<file path="config.mk">
export PLATFORM = sky130hd
export DESIGN_NAME = conv_encoder_k4_flat
export DESIGN_NICKNAME = d
export VERILOG_FILES = /design/src/rtl/conv_pkg.sv /design/src/rtl/conv_encoder_k4_if.sv /design/src/rtl/conv_sym_gen.sv /design/src/rtl/conv_encoder_k4.sv /design/src/flat_wrapper.sv
export SDC_FILE = /design/constraint.sdc
export NUM_CORES = 1
export LEC_CHECK = 0
export ABC_AREA = 1
export CAP_MARGIN = 20
export CORE_AREA = 3 3 40 42
export CTS_CLUSTER_SIZE = 25
export DETAILED_ROUTE_END_ITERATION = 7
export DIE_AREA = 0 0 43 45
export GPL_TIMING_DRIVEN = 0
export PLACE_DENSITY = 0.66
export REMOVE_ABC_BUFFERS = 1
export SLEW_MARGIN = 20
export SYNTH_ARGS = -nofsm -noshare
export SYNTH_HDL_FRONTEND = slang
export SYNTH_SLANG_ARGS = --single-unit
</file>
<file path="constraint.sdc">
create_clock -name clk -period 2.5 [get_ports clk]
set_input_delay 0.25 -clock clk [delete_from_list [all_inputs] [get_ports clk]]
set_output_delay 0.25 -clock clk [all_outputs]
set_load 0.01 [all_outputs]
</file>
<file path="src/rtl/conv_pkg.sv">
// Shared trellis definition for the K=4 rate-1/2 convolutional code.
// Used by the encoder and by the decoder branch-metric logic.
//   K      : constraint length
//   G0/G1  : generator polynomials, MSB taps the current input bit
//   SR_W   : encoder shift-register width (K-1)
//   SYM_W  : coded symbol width
package conv_pkg;

   localparam int unsigned K     = 4;
   localparam int unsigned SR_W  = K - 1;
   localparam int unsigned SYM_W = 2;
   localparam int unsigned CNT_W = 2;

   localparam logic [K-1:0] G0 = 4'b1111;
   localparam logic [K-1:0] G1 = 4'b1101;

   typedef enum logic {
      ST_RUN   = 1'b0,
      ST_FLUSH = 1'b1
   } enc_state_t;

endpackage

</file>
<file path="src/rtl/conv_encoder_k4_if.sv">
// Valid/ready bit stream in, valid/ready symbol stream out, plus frame busy.
//   slave  : encoder side (consumes in_*, produces out_*, busy)
//   master : source/sink side
interface conv_encoder_k4_if;
   import conv_pkg::*;

   logic             in_valid;
   logic             in_ready;
   logic             in_bit;
   logic             in_last;
   logic             out_valid;
   logic             out_ready;
   logic [SYM_W-1:0] out_sym;
   logic             out_last;
   logic             busy;

   modport slave (
      input  in_valid, in_bit, in_last, out_ready,
      output in_ready, out_valid, out_sym, out_last, busy
   );

   modport master (
      output in_valid, in_bit, in_last, out_ready,
      input  in_ready, out_valid, out_sym, out_last, busy
   );

endinterface

</file>
<file path="src/rtl/conv_sym_gen.sv">
// One trellis step: (input bit, state) -> (coded symbol, next state).
//   i_u        : information bit
//   i_r        : state {u(t-1), u(t-2), u(t-3)}
//   o_sym_c    : {parity G0, parity G1}
//   o_r_next_c : state after shifting in i_u
module conv_sym_gen
   import conv_pkg::*;
#(
   parameter logic [K-1:0] P_G0 = G0,
   parameter logic [K-1:0] P_G1 = G1
) (
   input  logic             i_u,
   input  logic [SR_W-1:0]  i_r,
   output logic [SYM_W-1:0] o_sym_c,
   output logic [SR_W-1:0]  o_r_next_c
);

   logic [K-1:0] w_v;

   always_comb begin
      w_v        = {i_u, i_r};
      o_sym_c    = {^(w_v & P_G0), ^(w_v & P_G1)};
      o_r_next_c = {i_u, i_r[SR_W-1:1]};
   end

endmodule

</file>
<file path="src/rtl/conv_encoder_k4.sv">
// Rate-1/2 K=4 convolutional encoder with optional zero-tail termination.
//   clk, rst_n : clock, asynchronous active-low reset
//   bus        : stream interface (slave side)
//   TERMINATE  : 1 = append K-1 zero tail symbols after in_last
module conv_encoder_k4
   import conv_pkg::*;
#(
   parameter bit TERMINATE = 1'b1
) (
   input logic               clk,
   input logic               rst_n,
   conv_encoder_k4_if.slave  bus
);

   enc_state_t       r_state, w_state_nxt;
   logic [CNT_W-1:0] r_cnt, w_cnt_nxt;
   logic [SR_W-1:0]  r_sr, w_sr_nxt;
   logic [SYM_W-1:0] r_out_sym, w_out_sym_nxt;
   logic             r_out_valid, w_out_valid_nxt;
   logic             r_out_last, w_out_last_nxt;
   logic             r_busy, w_busy_nxt;

   logic             w_load_ok, w_in_ready, w_in_fire, w_u;
   logic [SYM_W-1:0] w_sym;
   logic [SR_W-1:0]  w_r_next;

   // Tail bits are zeros; data bits come straight from the stream.
   assign w_u = (r_state == ST_RUN) ? bus.in_bit : 1'b0;

   conv_sym_gen u_sym_gen (
      .i_u        (w_u),
      .i_r        (r_sr),
      .o_sym_c    (w_sym),
      .o_r_next_c (w_r_next)
   );

   // Output register may reload when empty or being drained this cycle.
   assign w_load_ok  = !r_out_valid || bus.out_ready;
   assign w_in_ready = (r_state == ST_RUN) && w_load_ok && rst_n;
   assign w_in_fire  = bus.in_valid && w_in_ready;

   // State register.
   always_ff @(posedge clk or negedge rst_n) begin
      if (!rst_n) begin
         r_state     <= ST_RUN;
         r_cnt       <= '0;
         r_sr        <= '0;
         r_out_sym   <= '0;
         r_out_valid <= 1'b0;
         r_out_last  <= 1'b0;
         r_busy      <= 1'b0;
      end else begin
         r_state     <= w_state_nxt;
         r_cnt       <= w_cnt_nxt;
         r_sr        <= w_sr_nxt;
         r_out_sym   <= w_out_sym_nxt;
         r_out_valid <= w_out_valid_nxt;
         r_out_last  <= w_out_last_nxt;
         r_busy      <= w_busy_nxt;
      end
   end

   // Next-state and output-register load logic.
   always_comb begin
      w_state_nxt     = r_state;
      w_cnt_nxt       = r_cnt;
      w_sr_nxt        = r_sr;
      w_out_sym_nxt   = r_out_sym;
      w_out_last_nxt  = r_out_last;
      w_out_valid_nxt = r_out_valid && !bus.out_ready;
      w_busy_nxt      = r_busy;

      // Frame ends when its final symbol transfers; a new first bit
      // accepted in the same cycle sets busy again below.
      if (r_out_valid && bus.out_ready && r_out_last) begin
         w_busy_nxt = 1'b0;
      end

      case (r_state)
         ST_RUN: begin
            if (w_in_fire) begin
               w_out_sym_nxt   = w_sym;
               w_out_valid_nxt = 1'b1;
               w_out_last_nxt  = 1'b0;
               w_busy_nxt      = 1'b1;
               w_sr_nxt        = w_r_next;
               if (bus.in_last) begin
                  if (TERMINATE) begin
                     w_state_nxt = ST_FLUSH;
                     w_cnt_nxt   = '0;
                  end else begin
                     w_out_last_nxt = 1'b1;
                     w_sr_nxt       = '0;
                  end
               end
            end
         end
         ST_FLUSH: begin
            if (w_load_ok) begin
               w_out_sym_nxt   = w_sym;
               w_out_valid_nxt = 1'b1;
               w_out_last_nxt  = 1'b0;
               w_sr_nxt        = w_r_next;
               w_cnt_nxt       = r_cnt + CNT_W'(1);
               if (r_cnt == CNT_W'(K - 2)) begin
                  w_out_last_nxt = 1'b1;
                  w_state_nxt    = ST_RUN;
                  w_cnt_nxt      = '0;
               end
            end
         end
         default: begin
            w_state_nxt = ST_RUN;
         end
      endcase
   end

   assign bus.in_ready  = w_in_ready;
   assign bus.out_valid = r_out_valid;
   assign bus.out_sym   = r_out_sym;
   assign bus.out_last  = r_out_last;
   assign bus.busy      = r_busy;

endmodule
</file>
<file path="src/flat_wrapper.sv">
// flat-port wrapper written by rule: the top's interface ports become plain ports
module conv_encoder_k4_flat import conv_pkg::*;
#(
   parameter bit TERMINATE = 1'b1
)
  (clk, rst_n, bus_in_valid, bus_in_bit, bus_in_last, bus_out_ready, bus_in_ready, bus_out_valid, bus_out_sym, bus_out_last, bus_busy);
  conv_encoder_k4_if bus_i ();
  input logic clk;
  input logic rst_n;
  input wire logic [$bits(bus_i.in_valid)-1:0] bus_in_valid;
  input wire logic [$bits(bus_i.in_bit)-1:0] bus_in_bit;
  input wire logic [$bits(bus_i.in_last)-1:0] bus_in_last;
  input wire logic [$bits(bus_i.out_ready)-1:0] bus_out_ready;
  output wire logic [$bits(bus_i.in_ready)-1:0] bus_in_ready;
  output wire logic [$bits(bus_i.out_valid)-1:0] bus_out_valid;
  output wire logic [$bits(bus_i.out_sym)-1:0] bus_out_sym;
  output wire logic [$bits(bus_i.out_last)-1:0] bus_out_last;
  output wire logic [$bits(bus_i.busy)-1:0] bus_busy;
  assign bus_i.in_valid = bus_in_valid;
  assign bus_i.in_bit = bus_in_bit;
  assign bus_i.in_last = bus_in_last;
  assign bus_i.out_ready = bus_out_ready;
  assign bus_in_ready = bus_i.in_ready;
  assign bus_out_valid = bus_i.out_valid;
  assign bus_out_sym = bus_i.out_sym;
  assign bus_out_last = bus_i.out_last;
  assign bus_busy = bus_i.busy;
  conv_encoder_k4 #(.TERMINATE(TERMINATE)) u_core (.clk(clk), .rst_n(rst_n), .bus(bus_i));
endmodule
</file>
; ---- After elaboration in Yosys (flattened, before gate mapping)
; Index checks and enable logic that the tools add are counted.
[word_totals]
regBits = 11
inputBits = 6
out_inout_bits = 6
wordCells = 53
[op_classes]
add_sub_neg = 1
n_eq_ne = 4
mux = 27
bitwise_logic = 1
n_reduce_logical = 13
[ops]
columns = op, n
row1 = 1-bit two-way mux, 13
row2 = 2-bit two-way mux, 6
row3 = 2-bit one-hot mux with 2 select lines, 2
row4 = 4-bit parity, 2
row5 = 1-bit logical AND, 6
row6 = 3-bit two-way mux, 2
row7 = 1-bit one-hot mux with 2 select lines, 3
row8 = 3-bit one-hot mux with 2 select lines, 1
row9 = "2-bit != test, second input constant", 2
row10 = 3-bit AND reduction, 1
row11 = "2-bit by 1-bit adder with 2-bit output, second input constant", 1
row12 = "2-bit == test, second input constant", 1
row13 = 1-bit logical NOT, 2
row14 = "2-bit by 1-bit != test with 1-bit output, second input constant", 1
row15 = 2-bit AND reduction, 1
row16 = 1-bit logical OR, 1
row17 = 1-bit inverter, 1

; ---- Longest topological paths before layout
[logic_depth]
depth_word = 7
mapped_depth = 7
ltp_nobuf = 7

; ---- Cells and area by module
; From an unflattened synthesis, not the netlist that was laid out.
[hier_totals]
hier_cells = 83
hier_area_um2 = 609.3
[modules_own_cells]
columns = mod, n_inst, cells_per_inst, area_per_inst_um2, seq_area_each_um2
row1 = conv_encoder_k4, 1, 58, 504.2, 275.3
row2 = conv_sym_gen, 1, 25, 105.1, 0.0

; ---- Least setup slack after synthesis
; Ideal clock, no wire load.
[synth_timing]
path_type = register to register
start = reg u_core.r_out_valid, in the netlist u_core.bus.out_valid
end = reg u_core.r_out_sym[0], in the netlist u_core.bus.out_sym[0]
setup_time_ps = 117
arrival_time_ps = 925
required_ps = 2383
slack_ps = 1458
stages_incl_launch_ff = 7
path_buffers = 0
period_less_slack_ps = 1042
path_cell_list = dfrtp_1 nand2_4 nand3_2 nand2_4 inv_2 nand2_1 nand2_1
[synth_via]
elab_chain_cells = 7
elab_cells_between_ends = 8
cone_classes = 2 x eq/ne / 6 x reduce/logical
[synth_rtl]
columns = item, line
row1 = "start, declared", conv_encoder_k4.sv:19  ; logic r_out_valid, w_out_valid_nxt;
row2 = "start signal, assigned", conv_encoder_k4.sv:57  ; r_out_valid <= w_out_valid_nxt;
row3 = 1-bit logical NOT *, conv_encoder_k4.sv:38  ; assign w_load_ok = !r_out_valid || bus.out_ready;
row4 = 1-bit logical OR *, conv_encoder_k4.sv:38
row5 = 1-bit logical AND (2 in a row), conv_encoder_k4.sv:39  ; assign w_in_ready = (r_state == ST_RUN) && w_load_ok && rst_n;
row6 = 1-bit logical AND, conv_encoder_k4.sv:40  ; assign w_in_fire = bus.in_valid && w_in_ready;
row7 = 2-bit by 1-bit != test with 1-bit output (no source line), n/a
row8 = 2-bit AND reduction (no source line) *, n/a
row9 = "end signal, assigned", conv_encoder_k4.sv:56  ; r_out_sym <= w_out_sym_nxt;
row10 = "end, declared", conv_encoder_k4.sv:18  ; logic [SYM_W-1:0] r_out_sym, w_out_sym_nxt;
; Every way passes the cells marked *; elsewhere a longest branch is shown, timed or not.
; A chain may end at the register's enable or synchronous reset.

; ---- Worst setup path after layout
[layout_timing]
start = in rst_n
end = out bus_in_ready
[layout_via]
elab_chain_cells = 1
[layout_rtl]
columns = item, line
row1 = "start, declared", flat_wrapper.sv:9  ; input logic rst_n;
row2 = 1-bit logical AND, conv_encoder_k4.sv:39
row3 = "end, declared", flat_wrapper.sv:14  ; output wire logic [$bits(bus_i.in_ready)-1:0] bus_in_ready;
; Every way passes these cells.

==> run_results.csv <==
group,metric,value,unit
logic_synthesis,synth.area.top_cells,"dfrtp_1, nand2_1, nand3_1",
place,portBuffers,11,
routing,drcViolationCount,0,
clock_tree,clk_latency,270,ps
clock_tree,ctsResizeCount,0,
die,start_util,45.7,%
logic_synthesis,synth.most_common_cell,"nand2_1",
global_route,antenna_found_initial,0,
final_layout,fin_nets,98,
logic_synthesis,yosys_warnings,0,
final_layout,regArea,275,um^2
timing,max_freq,478,MHz
clock_tree,cts_sinks,11,
routing,final_antenna_net_count,0,
timing,setup_viol,0,
global_route,grt_max_degree,13,
logic_synthesis,yosys.area.top_type_share,46.9,%
routing,drt-total-wl,1.19,mm
place,place_hpwl,875,um
timing,hold_viol_final,0,
timing,holdWs,318,ps
logic_synthesis,ys_seq_elements,11,
logic_synthesis,yosysTopAreaCell,"dfrtp_1",
final_layout,fillCellCount,121,
logic_synthesis,async_flop_share,100,%
global_route,grt.total_usage,15.2,%
critical_path,cp-end-kind,"primary output",
die,rows,13,
clock_tree,post_cts_buffers,0,
clock_tree,ctsHoldBuffers,0,
timing,slew_headroom,64.8,%
final_layout,stdcell_count,106,
critical_path,crit_path_start_kind,"input port",
global_route,grt_pass1_wl,2.15,mm
timing,worst_pin_slew,526,ps
logic_synthesis,synth_area,587,um^2
power,powerDensity,1120,nW/um^2
routing,dr.pass1.iters,4,
critical_path,cp_cell_sequence,"clkdlybuf4s50_1 -> inv_1 -> nor2_1 -> clkdlybuf4s50_1",
timing,fin_crit_sh,83.7,%
final_layout,antennaDiodeCount,0,
min_path,hp-class,"input port to asynchronous set/reset pin",
logic_synthesis,synth.avg_cell_area,7.72,um^2
timing,rsz0062_at_grt,"false",
global_route,first_global_vias,479,
critical_path,slowest_stage,"clkdlybuf4s50_1",
critical_path,critPathKind,"input port to primary output",
critical_path,cp_slowest_stage_delay,800,ps
clock_tree,path_clk_slew,70,ps
logic_synthesis,synth_edf_count,0,
final_layout,multiInputGateArea,282,um^2
clock_tree,cts_buffers,3,
power,p_leak,0.368,nW
clock_tree,root_buffer,"clkbuf_4",
die,die_area,1940,um^2
timing,drv_slew,0,
global_route,grt_overflow_total,0,
critical_path,crit_buf_inv,3,
clock_tree,clockBufferDepth,2,
critical_path,path_max_fanout,12,
clock_tree,cts_tree,"built",
place,placed_cells,102,
logic_synthesis,synth_flop_cell,"dfrtp_1",
routing,route.vias.total,542,
logic_synthesis,synthCells,76,
place,gp_congestion,0.721,
die,die_w,43,um
die,io_pins,12,
critical_path,crit_path_frequent_cell,"clkdlybuf4s50_1",
logic_synthesis,yosys.cell_types.count,17,
die,fp.dieH,45,um
routing,wl_per_cell,11.2,um
run_status,run_status,"finished clean",
timing,period_minus_slack,2090,ps
die,core-area,1280,um^2
flow_run,drv_cap,0,
routing,via_per_inst,5.11,
final_layout,final_core_util,57.7,%
timing,final.setup.tns,0,ps
clock_tree,cts_max_level,1,
critical_path,arrival,1840,ps
critical_path,critPathRequiredTime,2250,ps
timing,fin_worst_skew,1.58,ps
critical_path,cpLargestDelayFamily,"buffers and inverters",
logic_synthesis,synthTopCellsByCount,"nand2_1, nand3_1, dfrtp_1, inv_1",
logic_synthesis,yosysSeqAreaShare,46.9,%
final_layout,drive_gt1_share,14.3,%
routing,drt_iter0_drc,14,
power,peakVddDrop,0.596,mV
final_layout,areaGrowthSynthToFinish,26.4,%
metal layers:
metal  track usage (%)  share of wire (%)  wire (um)  up-vias
li1                  -                  -          -      274
met4              9.04                2.9         34        0
met5                 0                  0          0        -
met1              20.3                 48        570      249
met2              21.3                 43        508       14
met3              5.18                6.4         76        5
stage by stage:
| stage | total power [mW] | area [um^2] | worst slack [ps] |
|---|---|---|---|
| global placement | 0.706 | 716 | 351 |
| floorplan | 0.573 | 587 | 1460 |
| finish | 0.834 | 742 | 409 |
| detailed placement | 0.712 | 716 | 357 |
| global route | 0.911 | 742 | 255 |
| CTS | 0.840 | 742 | 355 |
cells by family after synthesis:
logic type / Yosys count / synth area share [%]
AND/OR/NAND/NOR: 52 / 43.1
flip-flops: 11 / 46.9
buffers and inverters: 8 / 5.12
AO/OA/AOI/OAI: 5 / 4.90
worst paths after layout:
check | from | endpoint | slack, ps | cells past startpoint
min in group clk | u_core.bus.out_sym[1]$_DFFE_PN0P_ | u_core.bus.out_sym[1]$_DFFE_PN0P_ | 480 | 2
worst min register to register | u_core.bus.out_sym[1]$_DFFE_PN0P_ | u_core.bus.out_sym[1]$_DFFE_PN0P_ | 480 | 2
worst max register to register | u_core.r_state$_DFF_PN0_ | u_core.bus.out_sym[0]$_DFFE_PN0P_ | 1380 | 6
worst max-delay path | rst_n | bus_in_ready | 410 | 4
worst min-delay path | rst_n | u_core.bus.out_valid$_DFF_PN0_ | 320 | 1
max in group asynchronous | rst_n | u_core.r_sr[0]$_DFFE_PN0P_ | 1830 | 1
placed cells by master, fill, tap and decap left out, drive strengths merged:
master,instances
nand3,14
nor3,2
nor2,3
dfrtp,11
nand4,1
o21ai,4
inv,8
nand2,31
or2,1
clkbuf,4
clkdlybuf4s50,11
a21oi,1
final cells by class:
cell class	count	area share, %
Multi-Input combinational cell	57	37.9
Clock buffer	4	3.54
Tap cell	15	2.53
Sequential cell	11	37.1
Timing Repair Buffer	11	14.8
Inverter	8	4.05
state kept, by name, indices dropped and copies added (netlist names):
| register | count |
|---|---|
| u_core.r_sr | 3 |
| u_core.bus.out_sym | 2 |
| u_core.r_cnt | 2 |
| u_core.bus.busy | 1 |
| u_core.bus.out_last | 1 |
| u_core.bus.out_valid | 1 |
| u_core.r_state | 1 |
power breakdown:
group | total, mW | switching [mW] | internal, mW | leakage [nW]
Combinational | 0.397 | 0.230 | 0.167 | 0.213
Sequential | 0.311 | 0.0643 | 0.247 | 0.139
Clock | 0.125 | 0.0633 | 0.0619 | 0.0150
(Power assumes the default switching activity.)
